===== src/rtl/agc_code_histogram_if.sv =====
// Bus between the AGC histogram block and its user: sample stream, run control
// and the bin read port. The master drives data and control; the histogram is
// the slave.
interface agc_code_histogram_if #(
  parameter int BIN_WIDTH = 24
);
  logic [39:0]          dat_i;
  logic                 start_i;
  logic                 busy_o;
  logic                 done_o;
  logic [4:0]           rd_addr_i;
  logic [BIN_WIDTH-1:0] rd_dat_o;
  logic [BIN_WIDTH+2:0] total_o;

  modport master (
    output dat_i, start_i, rd_addr_i,
    input  busy_o, done_o, rd_dat_o, total_o
  );

  modport slave (
    input  dat_i, start_i, rd_addr_i,
    output busy_o, done_o, rd_dat_o, total_o
  );
endinterface


===== src/rtl/agc_code_histogram.sv =====
// Amplitude histogram of the AGC output: 8 lanes of 5-bit two's-complement
// codes per clock are binned (offset-binary bin index) over a fixed window of
// clocks. Stage 1 counts per-bin lane matches, stage 2 accumulates them into
// saturating bin counters. Bins are read back through a registered port.
module agc_code_histogram #(
  parameter int NSAMP         = 8,
  parameter int NBITS         = 5,
  parameter int BIN_WIDTH     = 24,
  parameter int WINDOW_CLOCKS = 32768
) (
  input logic                 clk_i,
  input logic                 rst_i,
  agc_code_histogram_if.slave bus
);

  localparam int NBINS = 1 << NBITS;
  localparam int CW    = $clog2(NSAMP + 1);
  localparam int TW    = BIN_WIDTH + 3;
  localparam int BSW   = BIN_WIDTH + 1;
  localparam int TSW   = TW + 1;
  localparam int WCW   = (WINDOW_CLOCKS > 1) ? $clog2(WINDOW_CLOCKS) : 1;
  localparam logic [WCW-1:0]   LAST_CAPTURE = WCW'(WINDOW_CLOCKS - 1);
  localparam logic [NBITS-1:0] BIN_FLIP     = {1'b1, {(NBITS-1){1'b0}}};

  typedef enum logic [1:0] {IDLE, ACCUM, DRAIN, DONE} state_t;

  state_t           state_q, state_d;
  logic [WCW-1:0]   win_cnt_q, win_cnt_d;
  logic             busy_q, busy_d;
  logic             done_q, done_d;

  logic             s1_valid_q, s1_valid_d;
  logic [CW-1:0]    s1_cnt_q [NBINS];
  logic [CW-1:0]    s1_cnt_d [NBINS];

  logic [BIN_WIDTH-1:0] bins_q [NBINS];
  logic [BIN_WIDTH-1:0] bins_d [NBINS];
  logic [BSW-1:0]       bin_sum [NBINS];
  logic [TW-1:0]        total_q, total_d;
  logic [TSW-1:0]       total_sum;

  logic [BIN_WIDTH-1:0] rd_dat_q, rd_dat_d;

  // Run control: start always (re)opens a window; a window closes after the
  // last capture plus one drain cycle so the final stage-2 add has landed.
  always_comb begin
    state_d    = state_q;
    win_cnt_d  = win_cnt_q;
    busy_d     = busy_q;
    done_d     = done_q;
    s1_valid_d = 1'b0;
    if (bus.start_i) begin
      state_d   = ACCUM;
      win_cnt_d = '0;
      busy_d    = 1'b1;
      done_d    = 1'b0;
    end else begin
      case (state_q)
        ACCUM: begin
          s1_valid_d = 1'b1;
          win_cnt_d  = win_cnt_q + WCW'(1);
          if (win_cnt_q == LAST_CAPTURE) begin
            state_d   = DRAIN;
            win_cnt_d = '0;
          end
        end
        DRAIN: begin
          state_d = DONE;
          busy_d  = 1'b0;
          done_d  = 1'b1;
        end
        default: begin
        end
      endcase
    end
  end

  // Control state and its registered status outputs.
  always_ff @(posedge clk_i or posedge rst_i) begin
    if (rst_i) begin
      state_q   <= IDLE;
      win_cnt_q <= '0;
      busy_q    <= 1'b0;
      done_q    <= 1'b0;
    end else begin
      state_q   <= state_d;
      win_cnt_q <= win_cnt_d;
      busy_q    <= busy_d;
      done_q    <= done_d;
    end
  end

  // Stage 1 match counts: how many of the lanes fall in each bin this clock.
  always_comb begin
    for (int b = 0; b < NBINS; b++) begin
      s1_cnt_d[b] = '0;
      for (int l = 0; l < NSAMP; l++) begin
        if ((bus.dat_i[l*NBITS +: NBITS] ^ BIN_FLIP) == NBITS'(b)) begin
          s1_cnt_d[b] = s1_cnt_d[b] + CW'(1);
        end
      end
    end
  end

  // Stage 1 registers; the valid flag gates whether stage 2 accumulates.
  always_ff @(posedge clk_i or posedge rst_i) begin
    if (rst_i) begin
      s1_valid_q <= 1'b0;
      for (int b = 0; b < NBINS; b++) begin
        s1_cnt_q[b] <= '0;
      end
    end else begin
      s1_valid_q <= s1_valid_d;
      s1_cnt_q   <= s1_cnt_d;
    end
  end

  // One-bit-wider sums so an overflow can be detected and clamped.
  always_comb begin
    for (int b = 0; b < NBINS; b++) begin
      bin_sum[b] = {1'b0, bins_q[b]} + BSW'(s1_cnt_q[b]);
    end
    total_sum = {1'b0, total_q} + TSW'(NSAMP);
  end

  // Stage 2 accumulate with saturation; a start clear overrides any add.
  always_comb begin
    bins_d  = bins_q;
    total_d = total_q;
    if (bus.start_i) begin
      for (int b = 0; b < NBINS; b++) begin
        bins_d[b] = '0;
      end
      total_d = '0;
    end else if (s1_valid_q) begin
      for (int b = 0; b < NBINS; b++) begin
        bins_d[b] = bin_sum[b][BIN_WIDTH] ? '1 : bin_sum[b][BIN_WIDTH-1:0];
      end
      total_d = total_sum[TW] ? '1 : total_sum[TW-1:0];
    end
  end

  // Bin and total storage.
  always_ff @(posedge clk_i or posedge rst_i) begin
    if (rst_i) begin
      for (int b = 0; b < NBINS; b++) begin
        bins_q[b] <= '0;
      end
      total_q <= '0;
    end else begin
      bins_q  <= bins_d;
      total_q <= total_d;
    end
  end

  // Registered read port: one cycle from address to data.
  always_comb begin
    rd_dat_d = bins_q[bus.rd_addr_i];
  end

  // Read data register.
  always_ff @(posedge clk_i or posedge rst_i) begin
    if (rst_i) begin
      rd_dat_q <= '0;
    end else begin
      rd_dat_q <= rd_dat_d;
    end
  end

  assign bus.busy_o   = busy_q;
  assign bus.done_o   = done_q;
  assign bus.total_o  = total_q;
  assign bus.rd_dat_o = rd_dat_q;

endmodule


===== src/flat_wrapper.sv =====
// flat-port wrapper written by rule: the top's interface ports become plain ports
module agc_code_histogram_flat 
#(
  parameter int NSAMP         = 8,
  parameter int NBITS         = 5,
  parameter int BIN_WIDTH     = 24,
  parameter int WINDOW_CLOCKS = 32768
)
  (clk_i, rst_i, bus_dat_i, bus_start_i, bus_rd_addr_i, bus_busy_o, bus_done_o, bus_rd_dat_o, bus_total_o);
  agc_code_histogram_if #(.BIN_WIDTH(BIN_WIDTH)) bus_i ();
  input logic clk_i;
  input logic rst_i;
  input wire logic [$bits(bus_i.dat_i)-1:0] bus_dat_i;
  input wire logic [$bits(bus_i.start_i)-1:0] bus_start_i;
  input wire logic [$bits(bus_i.rd_addr_i)-1:0] bus_rd_addr_i;
  output wire logic [$bits(bus_i.busy_o)-1:0] bus_busy_o;
  output wire logic [$bits(bus_i.done_o)-1:0] bus_done_o;
  output wire logic [$bits(bus_i.rd_dat_o)-1:0] bus_rd_dat_o;
  output wire logic [$bits(bus_i.total_o)-1:0] bus_total_o;
  assign bus_i.dat_i = bus_dat_i;
  assign bus_i.start_i = bus_start_i;
  assign bus_i.rd_addr_i = bus_rd_addr_i;
  assign bus_busy_o = bus_i.busy_o;
  assign bus_done_o = bus_i.done_o;
  assign bus_rd_dat_o = bus_i.rd_dat_o;
  assign bus_total_o = bus_i.total_o;
  agc_code_histogram #(.NSAMP(NSAMP), .NBITS(NBITS), .BIN_WIDTH(BIN_WIDTH), .WINDOW_CLOCKS(WINDOW_CLOCKS)) u_core (.clk_i(clk_i), .rst_i(rst_i), .bus(bus_i));
endmodule

===== config.mk =====
export PLATFORM = sky130hd
export DESIGN_NAME = agc_code_histogram_flat
export DESIGN_NICKNAME = d
export VERILOG_FILES = /design/src/rtl/agc_code_histogram_if.sv /design/src/rtl/agc_code_histogram.sv /design/src/flat_wrapper.sv
export SDC_FILE = /design/constraint.sdc
export NUM_CORES = 2
export LEC_CHECK = 0
export CAP_MARGIN = 10
export CORE_AREA = 2 2 272 476
export DETAILED_ROUTE_END_ITERATION = 12
export DIE_AREA = 0 0 274 478
export PLACE_DENSITY = 0.76
export SETUP_SLACK_MARGIN = 0.2
export SYNTH_ARGS = -nofsm -noshare
export SYNTH_HDL_FRONTEND = slang
export SYNTH_SLANG_ARGS = --single-unit

===== constraint.sdc =====
create_clock -name clk_i -period 43.2 [get_ports clk_i]
set_input_delay 8.64 -clock clk_i [delete_from_list [all_inputs] [get_ports clk_i]]
set_output_delay 8.64 -clock clk_i [all_outputs]
set_load 0.03 [all_outputs]

Word level (Yosys, flattened, before mapping):

Cells that the tools add are included.

* output and inout bits: 53
* bits in latches: 0
* bits in read-only memories: 0
* flip-flop bits (word level): 967
* memories: 0
* word-level logic and storage cells: 912
* RAM bits: 0
* input bits: 48

* reduce and logical (&&, ||, !) cells: 13
* bitwise gates (word level): 9
* eq/ne operators: 252
* muxes and demuxes: 308
* $add $sub $neg: 258
* shift-type cells: 0
* div/mod/pow operators: 0
* magnitude comparators: 1
* multiply operators: 0

Operators with widths (number)
* $mux W768: 2
* $mux W4: 224
* $mux W24: 34
* $add A24 B4 Y25: 32
* $add A4 B1 Y4 const B: 192
* $eq A5 B5 Y1 const B: 128
* $eq A5 B4 Y1 const B: 64
* $eq A5 B3 Y1 const B: 32
* $bmux W24 S5: 1
* $mux W27: 3
* $eq A5 B2 Y1 const B: 16
* $add A1 B1 Y2 const B: 32
* $mux W15: 3
* $eq A5 B1 Y1 const B: 8
* $logic_not A5 Y1: 8
* $mux W1: 38
* $add A27 B4 Y28 const B: 1
* $add A15 B1 Y15 const B: 1
* $eq A15 B15 Y1 const B: 1
* $not A1 Y1: 8
* $ge A6 B6 Y1 const B: 1
* $not A5 Y6: 1
* $reduce_bool A2 Y1: 3
* $mux W2: 2
* 6 further kinds: 6

Depth between registers and ports, before layout:

* depth after elaboration: 17
* depth in mapped cells: 23
* depth with buffers taken out: 21

Worst setup path after synthesis:

Ideal clock, no wire load.

* path kind: input to register
* from: input port bus_dat_i[3]
* to: register u_core.s1_cnt_q[121] (netlist name)
* buffers on the path: 2
* data arrival time: 12718 ps
* slack: 30357 ps
* library setup time: 125 ps
* required time: 43075 ps
* stages on the path: 17
* cell sequence: clkbuf_1 > or3b_2 > clkbuf_1 > nor2_1 > ha_1 > or3b_2 > nor2_1 > a32oi_1 > nand3_1 > ha_1 > xor2_1 > nor3_1 > a221o_1 > ha_1 > mux2_2 > ha_1 > mux2_2

RTL lines
* start: declaration: RTL line flat_wrapper.sv:13 `input wire logic [$bits(bus_i.dat_i)-1:0] bus_dat_i;`
* end signal: assignment: RTL line agc_code_histogram.sv:114 `s1_cnt_q <= s1_cnt_d;`
* end: declaration: RTL line agc_code_histogram.sv:33 `logic [CW-1:0] s1_cnt_q [NBINS];`

==> results by group <==
Status
  • Status: completed

Synth
  • Synthesis warning total: 0
  • Syn_area_per_cell: 8.635 sq um
  • Synth Cell Area: 75870 sq um
  • Netlist cell types: 101
  • Syn_nets: 9189
  • Leading area contributor after synthesis: dfrtp_1
  • Synth top area share: 0.3183
  • Ys flop type: dfrtp_1
  • Syn Inst Count: 8787
  • Synth top area cells: dfrtp_1 (32%), mux4_2 (7.2%), nor2_1 (5.8%)
  • EDFF count, synth: 0
  • Sequential-to-total area share from yosys stat: 0.3183
  • Synth async-reset ratio: 1.000
  • #FFs+latches synth: 965

Clock network
  • Worst skew pair latency: 710 ps
  • CTS hold repair buffers: 0
  • CTS Buf Count: 87
  • Clk sink count: 965
  • TritonCTS clock tree: yes
  • Post-cts sizing count: 0
  • CTS Buffer Depth: 3
  • Clk root buf: clkbuf_16
  • H-tree depth: 3
  • Worst-path clk slew: 60 ps
  • Setup Fix Bufs, Post-CTS: 0

Worst setup path
  • Worst r2r src: u_core.s1_valid_q
  • CP Class: in2reg
  • CP most frequent cell: ha_1
  • Reg2reg end: u_core.bins_q[598]
  • Critical-path cell list: clkdlybuf4s50_1 > nor3b_1 > nand2_1 > inv_1 > ha_1 > o32a_1 > a221oi_2 > ha_1 > xnor2_1 > or3_1 > o211ai_1 > inv_1 > ha_1 > inv_1 > mux2i_1 > ha_1 > mux2_2
  • Maximum fanout along the worst path: 15
  • CP required: 43780 ps
  • Buf+Inv Stages, Crit Path: 4
  • Crit-path slowest cell: nor3b_1
  • CP startpoint: bus_dat_i[8]
  • CP Capture Type: register
  • CP Launch Type: primary input
  • Delay-heaviest family, CP: simple AND/OR/NAND/NOR gates
  • Arrival time of the worst setup path: 14220 ps
  • Critical Path Stages: 17
  • Reg2reg path depth: 10
  • Critical path destination: u_core.s1_cnt_q[85]
  • R2R Setup Slk: 38150 ps
  • CP max stage delay: 880 ps

Global routing
  • GRT Overall Usage: 0.3787
  • First-pass GRT wire length: 386500 um
  • Remaining global-route overflow: 0
  • Initial antenna violation count: 4
  • Pin count of the biggest net entering global routing: 187
  • Vias in the first global route: 66953

Flow run
  • Max cap viols: 0

Power and ir drop
  • Flop pwr share: 0.463
  • Sw frac: 0.2786
  • Max VDD drop: 38.12 uV
  • Cell-internal power: 0.001455 W
  • Power Dens Cells: 24.97 nW/um^2
  • Combinational fraction of design power: 0.128
  • Clock network power share: 0.409
  • Leakage: 33.85 nW
  • Sw power: 0.0005621 W

Cells and area
  • # nets final: 8979
  • Filler cells: 10769
  • Share of layout cells above drive strength 1: 0.07595
  • Footprint of the multi-input gates: 48510 sq um
  • Register area: 24150 sq um
  • Final Non-Filler Cells: 10325
  • Area Growth Syn to Fin: 6.491%

Detailed routing
  • Drt wl/cell: 24.21 um
  • Initial drt markers: 7132
  • WL final: 250000 um
  • Antenna-violating nets left: 0
  • # DRC: 0
  • Via count: 69907
  • Vias/cell: 6.771
  • Pre-Repair DR Iteration Count: 6

Place
  • Inst Count DP: 10159
  • Setup WS pre-CTS: 29150 ps
  • PortBufs: 100
  • Dpl hpwl: 185000 um
  • RD Place Congestion: 1.060

STA
  • Slack of the critical path: 29560 ps
  • Max Clock Skew: 22.99 ps
  • Fin crit share: 0.3158
  • Final hold vios: 0
  • Setup TNS: 0 ps
  • Crit path time final: 13640 ps
  • Count of final max-slew check failures: 0
  • Final setup viols: 0
  • Worst-margin pin slew: 1227 ps
  • RSZ-0062 raised after global routing: no
  • Slew HR: 0.1803
  • Fmax: 73.30 MHz

Floorplan
  • Core footprint: 127600 sq um
  • Ports: 101
  • Placement Rows: 174
  • Die span in y: 478 um
  • Die Width: 274 um
  • Initial core utilization: 0.5947
  • Die ar.: 131000 sq um

Min path
  • Hold WC Path Type: reg2reg
  • Hold path start: u_core.win_cnt_q[13]
## cell families after synthesis
group	share of synthesized area
simple gates	0.2265
compound gates	0.1760
xor+xnor	0.06463
mux	0.1101
flops	0.3183
buf+inv	0.04291
fa+ha+maj	0.06154
## layer usage
metal / vias up / part of all wire / wire length, um / global-route usage
met3: 941 / 0.061 / 15210 / 0.05133
met5: - / 0.00012 / 29 / 0
met1: 34037 / 0.36 / 88770 / 0.4315
li1: 31872 / - / - / -
met2: 3053 / 0.46 / 115800 / 0.6015
met4: 4 / 0.12 / 30200 / 0.3737
## power groups by stage
stage	logic [W]	clock network [W]	registers, W
2_1_floorplan	0.000178	0	0.000948
3_3_place_gp	0.000245	0	0.000950
3_5_place_dp	0.000254	0	0.000951
4_1_cts	0.000256	0.000835	0.000934
5_1_grt	0.000282	0.000866	0.000935
6_report	0.000259	0.000825	0.000934
## worst reg2reg max path: stages, from the launching register on
cell      delay (ps)
dfrtp_4          800
buf_12           570
buf_12           610
buf_4            800
buf_4            760
and4_1           400
nand2_1          140
nor3_1           370
nand4_1          200
nor3_1           180
a211oi_1          70
## sequential cells by signal (all words and copies together) (netlist names)
register / cells
u_core.bus.total_o: 25
u_core.s1_cnt_q: 128
u_core.bus.rd_dat_o: 24
u_core.bins_q: 768
u_core.bus.busy_o: 1
u_core.s1_valid_q: 1
u_core.bus.done_o: 1
u_core.state_q: 2
u_core.win_cnt_q: 15
## through the flow
step                hold WS (ps)  cell area [sq um]    util  power (W)
finish                     475.4              80800  0.6333   0.002018
detailed placement         461.0              77840  0.6101   0.001205
CTS                        473.4              80780  0.6331   0.002024
floorplan                  436.5              75870       -   0.001126
global route               501.8              80790  0.6333   0.002083
global placement           463.9              77840  0.6101   0.001195
## layout by cell type (no fill, tap or decap), types with 180 or more instances in the layout
| cell | n |
|---|---|
| a211oi_1 | 388 |
| a21oi_1 | 381 |
| a311oi_1 | 180 |
| and3_1 | 224 |
| dfrtp_1 | 964 |
| ha_1 | 322 |
| inv_1 | 366 |
| mux2i_1 | 207 |
| mux4_2 | 241 |
| nand2_1 | 773 |
| nand3_1 | 463 |
| nor2_1 | 1169 |
| nor3_1 | 269 |
| o21ai_0 | 376 |
| xnor2_1 | 301 |
| xor2_1 | 214 |
## cells in the mapped netlist (241+ instances only)
| master | instances |
|---|---|
| nor2_1 | 1170 |
| dfrtp_1 | 965 |
| nand2_1 | 773 |
| nand3_1 | 463 |
| clkbuf_1 | 425 |
| a211oi_1 | 388 |
| a21oi_1 | 381 |
| o21ai_0 | 376 |
| inv_1 | 368 |
| ha_1 | 322 |
| xnor2_1 | 301 |
| nor3_1 | 269 |
| mux4_2 | 241 |
## worst min path at each step
stage	endpoint	slack [ps]	cells after the start
4_1_cts	u_core.win_cnt_q[13]	470	1
2_1_floorplan	u_core.win_cnt_q[13]	440	1
3_3_place_gp	u_core.win_cnt_q[13]	460	1
6_report	u_core.win_cnt_q[13]	480	1
5_1_grt	u_core.bus.busy_o	500	1
3_5_place_dp	u_core.win_cnt_q[13]	460	1
## layout make-up
| type | count | area share |
|---|---|---|
| multi-input cells | 6969 | 0.6004 |
| inverters | 369 | 0.01727 |
| clock inverters | 35 | 0.004785 |
| flip-flops and latches | 965 | 0.2989 |
| well taps | 1672 | 0.02589 |
| diodes | 3 | 0.00009291 |
| clock buffers | 127 | 0.03156 |
| repair buffers | 185 | 0.02108 |
No activity file was read; power rests on OpenSTA's default activity.
